--- src/rtl/uart_rx_controller_if.sv ---
// rtl/uart_rx_controller_if.sv - received-word handshake between the UART receiver and its consumer
interface uart_rx_controller_if #(
    parameter int DATA_BITS = 8
) ();
    logic [DATA_BITS-1:0] rx_data;
    logic                 rx_valid;
    logic                 rx_ready;

    modport master (
        output rx_data,
        output rx_valid,
        input  rx_ready
    );

    modport slave (
        input  rx_data,
        input  rx_valid,
        output rx_ready
    );
endinterface

--- src/rtl/uart_rx_controller.sv ---
// rtl/uart_rx_controller.sv - oversampled UART receiver with one-word holding register and error pulses
module uart_rx_controller #(
    parameter int DATA_BITS  = 8,
    parameter int OVERSAMPLE = 16
) (
    input  logic                        clk,
    input  logic                        reset_n,
    input  logic                        s_tick,
    input  logic                        rx,
    uart_rx_controller_if.master        rx_if,
    output logic                        frame_error,
    output logic                        overrun,
    output logic                        busy
);

    localparam int TW = $clog2(OVERSAMPLE);
    localparam logic [TW-1:0] TICK_MID = TW'(OVERSAMPLE / 2 - 1);
    localparam logic [TW-1:0] TICK_END = TW'(OVERSAMPLE - 1);
    localparam logic [2:0]    BIT_LAST = 3'(DATA_BITS - 1);

    typedef enum logic [1:0] {
        IDLE,
        START,
        DATA,
        STOP
    } state_t;

    state_t               state_q, state_d;
    logic                 rx_meta_q, rx_s_q;
    logic [TW-1:0]        tick_q, tick_d;
    logic [2:0]           bit_q, bit_d;
    logic [DATA_BITS-1:0] shift_q, shift_d;
    logic [DATA_BITS-1:0] data_q, data_d;
    logic                 valid_q, valid_d;
    logic                 ferr_q, ferr_d;
    logic                 ovr_q, ovr_d;

    always_ff @(posedge clk or negedge reset_n) begin
        if (!reset_n) begin
            state_q   <= IDLE;
            rx_meta_q <= 1'b1;
            rx_s_q    <= 1'b1;
            tick_q    <= '0;
            bit_q     <= '0;
            shift_q   <= '0;
            data_q    <= '0;
            valid_q   <= 1'b0;
            ferr_q    <= 1'b0;
            ovr_q     <= 1'b0;
        end else begin
            state_q   <= state_d;
            rx_meta_q <= rx;
            rx_s_q    <= rx_meta_q;
            tick_q    <= tick_d;
            bit_q     <= bit_d;
            shift_q   <= shift_d;
            data_q    <= data_d;
            valid_q   <= valid_d;
            ferr_q    <= ferr_d;
            ovr_q     <= ovr_d;
        end
    end

    always_comb begin
        state_d = state_q;
        tick_d  = tick_q;
        bit_d   = bit_q;
        shift_d = shift_q;
        data_d  = data_q;
        valid_d = valid_q;
        ferr_d  = 1'b0;
        ovr_d   = 1'b0;

        // A consumed word drops valid unless the stop-bit path below reloads it.
        if (valid_q && rx_if.rx_ready) begin
            valid_d = 1'b0;
        end

        case (state_q)
            IDLE: begin
                if (!rx_s_q) begin
                    state_d = START;
                    tick_d  = '0;
                end
            end
            START: begin
                if (s_tick) begin
                    if (tick_q == TICK_MID) begin
                        if (!rx_s_q) begin
                            state_d = DATA;
                            tick_d  = '0;
                            bit_d   = '0;
                        end else begin
                            state_d = IDLE;
                        end
                    end else begin
                        tick_d = tick_q + TW'(1);
                    end
                end
            end
            DATA: begin
                if (s_tick) begin
                    if (tick_q == TICK_END) begin
                        tick_d  = '0;
                        shift_d = {rx_s_q, shift_q[DATA_BITS-1:1]};
                        if (bit_q == BIT_LAST) begin
                            state_d = STOP;
                            bit_d   = '0;
                        end else begin
                            bit_d = bit_q + 3'd1;
                        end
                    end else begin
                        tick_d = tick_q + TW'(1);
                    end
                end
            end
            STOP: begin
                if (s_tick) begin
                    if (tick_q == TICK_END) begin
                        state_d = IDLE;
                        tick_d  = '0;
                        if (!rx_s_q) begin
                            ferr_d = 1'b1;
                        end else if (!valid_q || rx_if.rx_ready) begin
                            data_d  = shift_q;
                            valid_d = 1'b1;
                        end else begin
                            ovr_d = 1'b1;
                        end
                    end else begin
                        tick_d = tick_q + TW'(1);
                    end
                end
            end
            default: begin
                state_d = IDLE;
            end
        endcase
    end

    assign rx_if.rx_data  = data_q;
    assign rx_if.rx_valid = valid_q;
    assign frame_error    = ferr_q;
    assign overrun        = ovr_q;
    assign busy           = (state_q != IDLE);

endmodule

--- src/flat_wrapper.sv ---
// flat-port wrapper written by rule: the top's interface ports become plain ports
module uart_rx_controller_flat 
#(
    parameter int DATA_BITS  = 8,
    parameter int OVERSAMPLE = 16
)
  (clk, reset_n, s_tick, rx, frame_error, overrun, busy, rx_if_rx_data, rx_if_rx_valid, rx_if_rx_ready);
  uart_rx_controller_if #(.DATA_BITS(DATA_BITS)) rx_if_i ();
  input  logic clk;
  input  logic reset_n;
  input  logic s_tick;
  input  logic rx;
  output logic frame_error;
  output logic overrun;
  output logic busy;
  output wire logic [$bits(rx_if_i.rx_data)-1:0] rx_if_rx_data;
  output wire logic [$bits(rx_if_i.rx_valid)-1:0] rx_if_rx_valid;
  input wire logic [$bits(rx_if_i.rx_ready)-1:0] rx_if_rx_ready;
  assign rx_if_rx_data = rx_if_i.rx_data;
  assign rx_if_rx_valid = rx_if_i.rx_valid;
  assign rx_if_i.rx_ready = rx_if_rx_ready;
  uart_rx_controller #(.DATA_BITS(DATA_BITS), .OVERSAMPLE(OVERSAMPLE)) u_core (.clk(clk), .reset_n(reset_n), .s_tick(s_tick), .rx(rx), .rx_if(rx_if_i), .frame_error(frame_error), .overrun(overrun), .busy(busy));
endmodule
--- config.mk ---
export PLATFORM = sky130hd
export DESIGN_NAME = uart_rx_controller_flat
export DESIGN_NICKNAME = d
export VERILOG_FILES = /design/src/rtl/uart_rx_controller_if.sv /design/src/rtl/uart_rx_controller.sv /design/src/flat_wrapper.sv
export SDC_FILE = /design/constraint.sdc
export NUM_CORES = 1
export LEC_CHECK = 0
export CAP_MARGIN = 40
export CORE_ASPECT_RATIO = 0.6
export CORE_UTILIZATION = 40
export CTS_CLUSTER_DIAMETER = 200
export DETAILED_ROUTE_END_ITERATION = 10
export MAX_ROUTING_LAYER = met4
export PLACE_DENSITY = 0.6
export SLEW_MARGIN = 20
export SYNTH_ARGS = -nofsm -noshare
export SYNTH_HDL_FRONTEND = slang
export SYNTH_SLANG_ARGS = --single-unit
--- constraint.sdc ---
create_clock -name clk -period 2.3 [get_ports clk]
set_clock_uncertainty 0.15 [all_clocks]
set_input_delay 0.345 -clock clk [delete_from_list [all_inputs] [get_ports clk]]
set_output_delay 0.345 -clock clk [all_outputs]
set_load 0.02 [all_outputs]
==> impl_metrics.toml <==
[synth]
syn_inst = 102
synth-seq-cells = 30
synthArstFlopShare_pct = 100
ys_warn_count = 0
yosysTopAreaCell = "dfrtp_1"
syn_area_um2 = 1370
synth_area_leaders = "dfrtp_1 51%, mux2_2 15%, dfstp_2 3.8%, ha_1 2.7%, buf_6 2.5%"
synth-edff-count = 0
synth_ff_type = "dfrtp_1"
synth.avg_cell_area_um2 = 13.4
ys_types = 37
synth_top_area_share_pct = 51.1
ys_seq_area_share_pct = 54.9
synth_nets = 110

[worst_setup_path]
endpoint_kind = "output pin"
cp_slowest_cell = "clkdlybuf4s50_1"
path_class = "register to output pin"
crit_chain = "or2_2, clkdlybuf4s50_1"
crit_path_max_fanout = 6
start_kind = "register"
cpPeakStageDelay_ns = 0.55
crit_arrival_ns = 1.55
cp.required_ns = 1.80

[sta]
hold_ws_ns = 0.206
finalMaxSlewViolations = 0
worst_slew_pin_slew_ns = 0.363
fin_tns_setup_ns = 0
worst_slack_ns = 0.253
post-route-period-util_pct = 89.0
rsz0062_at_grt = "false"
period_minus_slack_ns = 2.05
hold_viol = 0
max_freq_mhz = 488
finalSetupViolCount = 0
relSlewSlack_pct = 75.8

[routing]
wl_mm = 2.31
drtIter0Drc = 42
via_per_inst = 5.15
drtAntennaViolNets = 0
dr.pass1.iters = 4
drc_errors = 0
vias = 880
post_drt_wl_per_cell_um = 13.5

[floorplan]
die_area_um2 = 3670
io_pins = 17
start_util_pct = 42.0
core_area_um2 = 3260
fp.dieH_um = 47.4
die_w_um = 77.6
rows = 16

[layout]
layout_common_cells = "28 x dfrtp_1, 18 x mux2_2, 16 x clkdlybuf4s50_1"
drive_gt1_share_pct = 34.1
regArea_um2 = 753
multi_input_area_um2 = 551
layout_commonest_cell = "dfrtp_1"
final_area_um2 = 1690
utilization_pct = 51.8
diodes = 0
nets = 133
syn_to_final_growth_pct = 23.3
fillers = 292

[clock_tree]
post_cts_buffers = 0
cts-resized-gates = 0
cts.clk_slew.worst_paths_ns = 0.06
clk-insertion-delay-late_ns = 0.28
cts-root-buf = "clkbuf_8"
hold_buffers = 0
cts_tree = "built"
clock_path_buffers = 2
numCtsBuffers = 5
htree_levels = 2
clock-sinks = 30

[global_route]
grt_pass1_wl_mm = 3.67
antenna_found_initial = 0
grt_max_degree = 31
grt_use_total_pct = 14.7
grt_pass1_vias = 763
overflow = 0

[placement]
numPortBuffers = 16
hpwl_mm = 1.61
dp_slack_ns = 0.153
place_area_um2 = 1570
gp_congestion = 0.766

[pwr]
ir_drop_mv = 0.326
p_per_area_nw_per_um2 = 883
p_leak_nw = 0.780

[run]
drv_cap = 0

[worst_hold_path]
hp-class = "register to register"

[run_status]
outcome = "complete, no violations"
area by class of cell:
cell class / instances / area share [%]
sequential: 30 / 44.6
multi-input combinational: 64 / 32.6
clock inverter: 1 / 1.78
tap: 45 / 3.33
clock buffer: 7 / 5.11
inverter: 3 / 0.962
timing repair buffer: 21 / 11.7
cells in the mapped netlist, types with 2 or more instances:
library cell  instances
dfrtp_1              28
mux2_2               18
a21oi_1               5
nand3_1               4
a31oi_1               3
buf_6                 3
ha_1                  3
nand2_1               3
nor2_1                3
dfstp_2               2
inv_1                 2
nor3_1                2
or2_2                 2
layer usage:
layer | routed length, um | share of wire, % | track usage [%]
met4 | 36 | 1.6 | 10.2
met2 | 1020 | 44 | 19.6
met1 | 1130 | 49 | 18.4
met3 | 128 | 5.5 | 5.83
met5 | 0 | 0 | -
state kept, by name, summed over array words and instances, names as in the netlist, named ones only:
name                   flops
u_core.rx_if.rx_data       8
u_core.shift_q             8
u_core.tick_q              4
u_core.bit_q               3
u_core.frame_error         1
u_core.overrun             1
u_core.rx_if.rx_valid      1
u_core.rx_meta_q           1
u_core.rx_s_q              1
u_core.state_q             1
cells by family (layout without fill, tap and decap cells):
kind of cell,Yosys count,after routing,share of synthesized area (%)
compound gates,14,14,7.48
buf+inv,8,32,4.93
simple gates,27,27,13.6
flops,30,30,54.9
mux,20,20,16.3
fa+ha+maj,3,3,2.74
path summary, 6_finish.rpt:
path                       slack (ns)        startpoint  cells after the start                      end
setup / recovery                 0.25          register                      2                     busy
hold / removal                   0.21  u_core.rx_meta_q                      0            u_core.rx_s_q
setup reg to reg                 0.35  u_core.tick_q[0]                      5  u_core.rx_if.rx_data[6]
hold reg to reg                  0.21  u_core.rx_meta_q                      0            u_core.rx_s_q
max in group asynchronous        1.38           reset_n                      2            u_core.rx_s_q
min in group asynchronous        0.31           reset_n                      2  u_core.rx_if.rx_data[4]
critical path: cells and delay by family, from the launching register on:
kind	cells	cell delay [ns]
AND/OR/NAND/NOR	1	0.35
flip-flops	1	0.38
buffers and inverters	1	0.55
stage by stage:
stage / cells / power, mW
floorplan: 102 / 0.908
global placement: 163 / 0.951
detailed placement: 163 / 0.960
CTS: 171 / 1.51
global route: 171 / 1.57
finish: 171 / 1.49
power breakdown:
part / internal, mW / switching (mW) / total [mW] / leakage, nW
Combinational: 0.134 / 0.176 / 0.310 / 0.321
Clock: 0.353 / 0.190 / 0.543 / 0.0585
Sequential: 0.580 / 0.0591 / 0.639 / 0.400
Total: 1.07 / 0.425 / 1.49 / 0.780
Note: power is estimated with default switching activity, not from simulation.
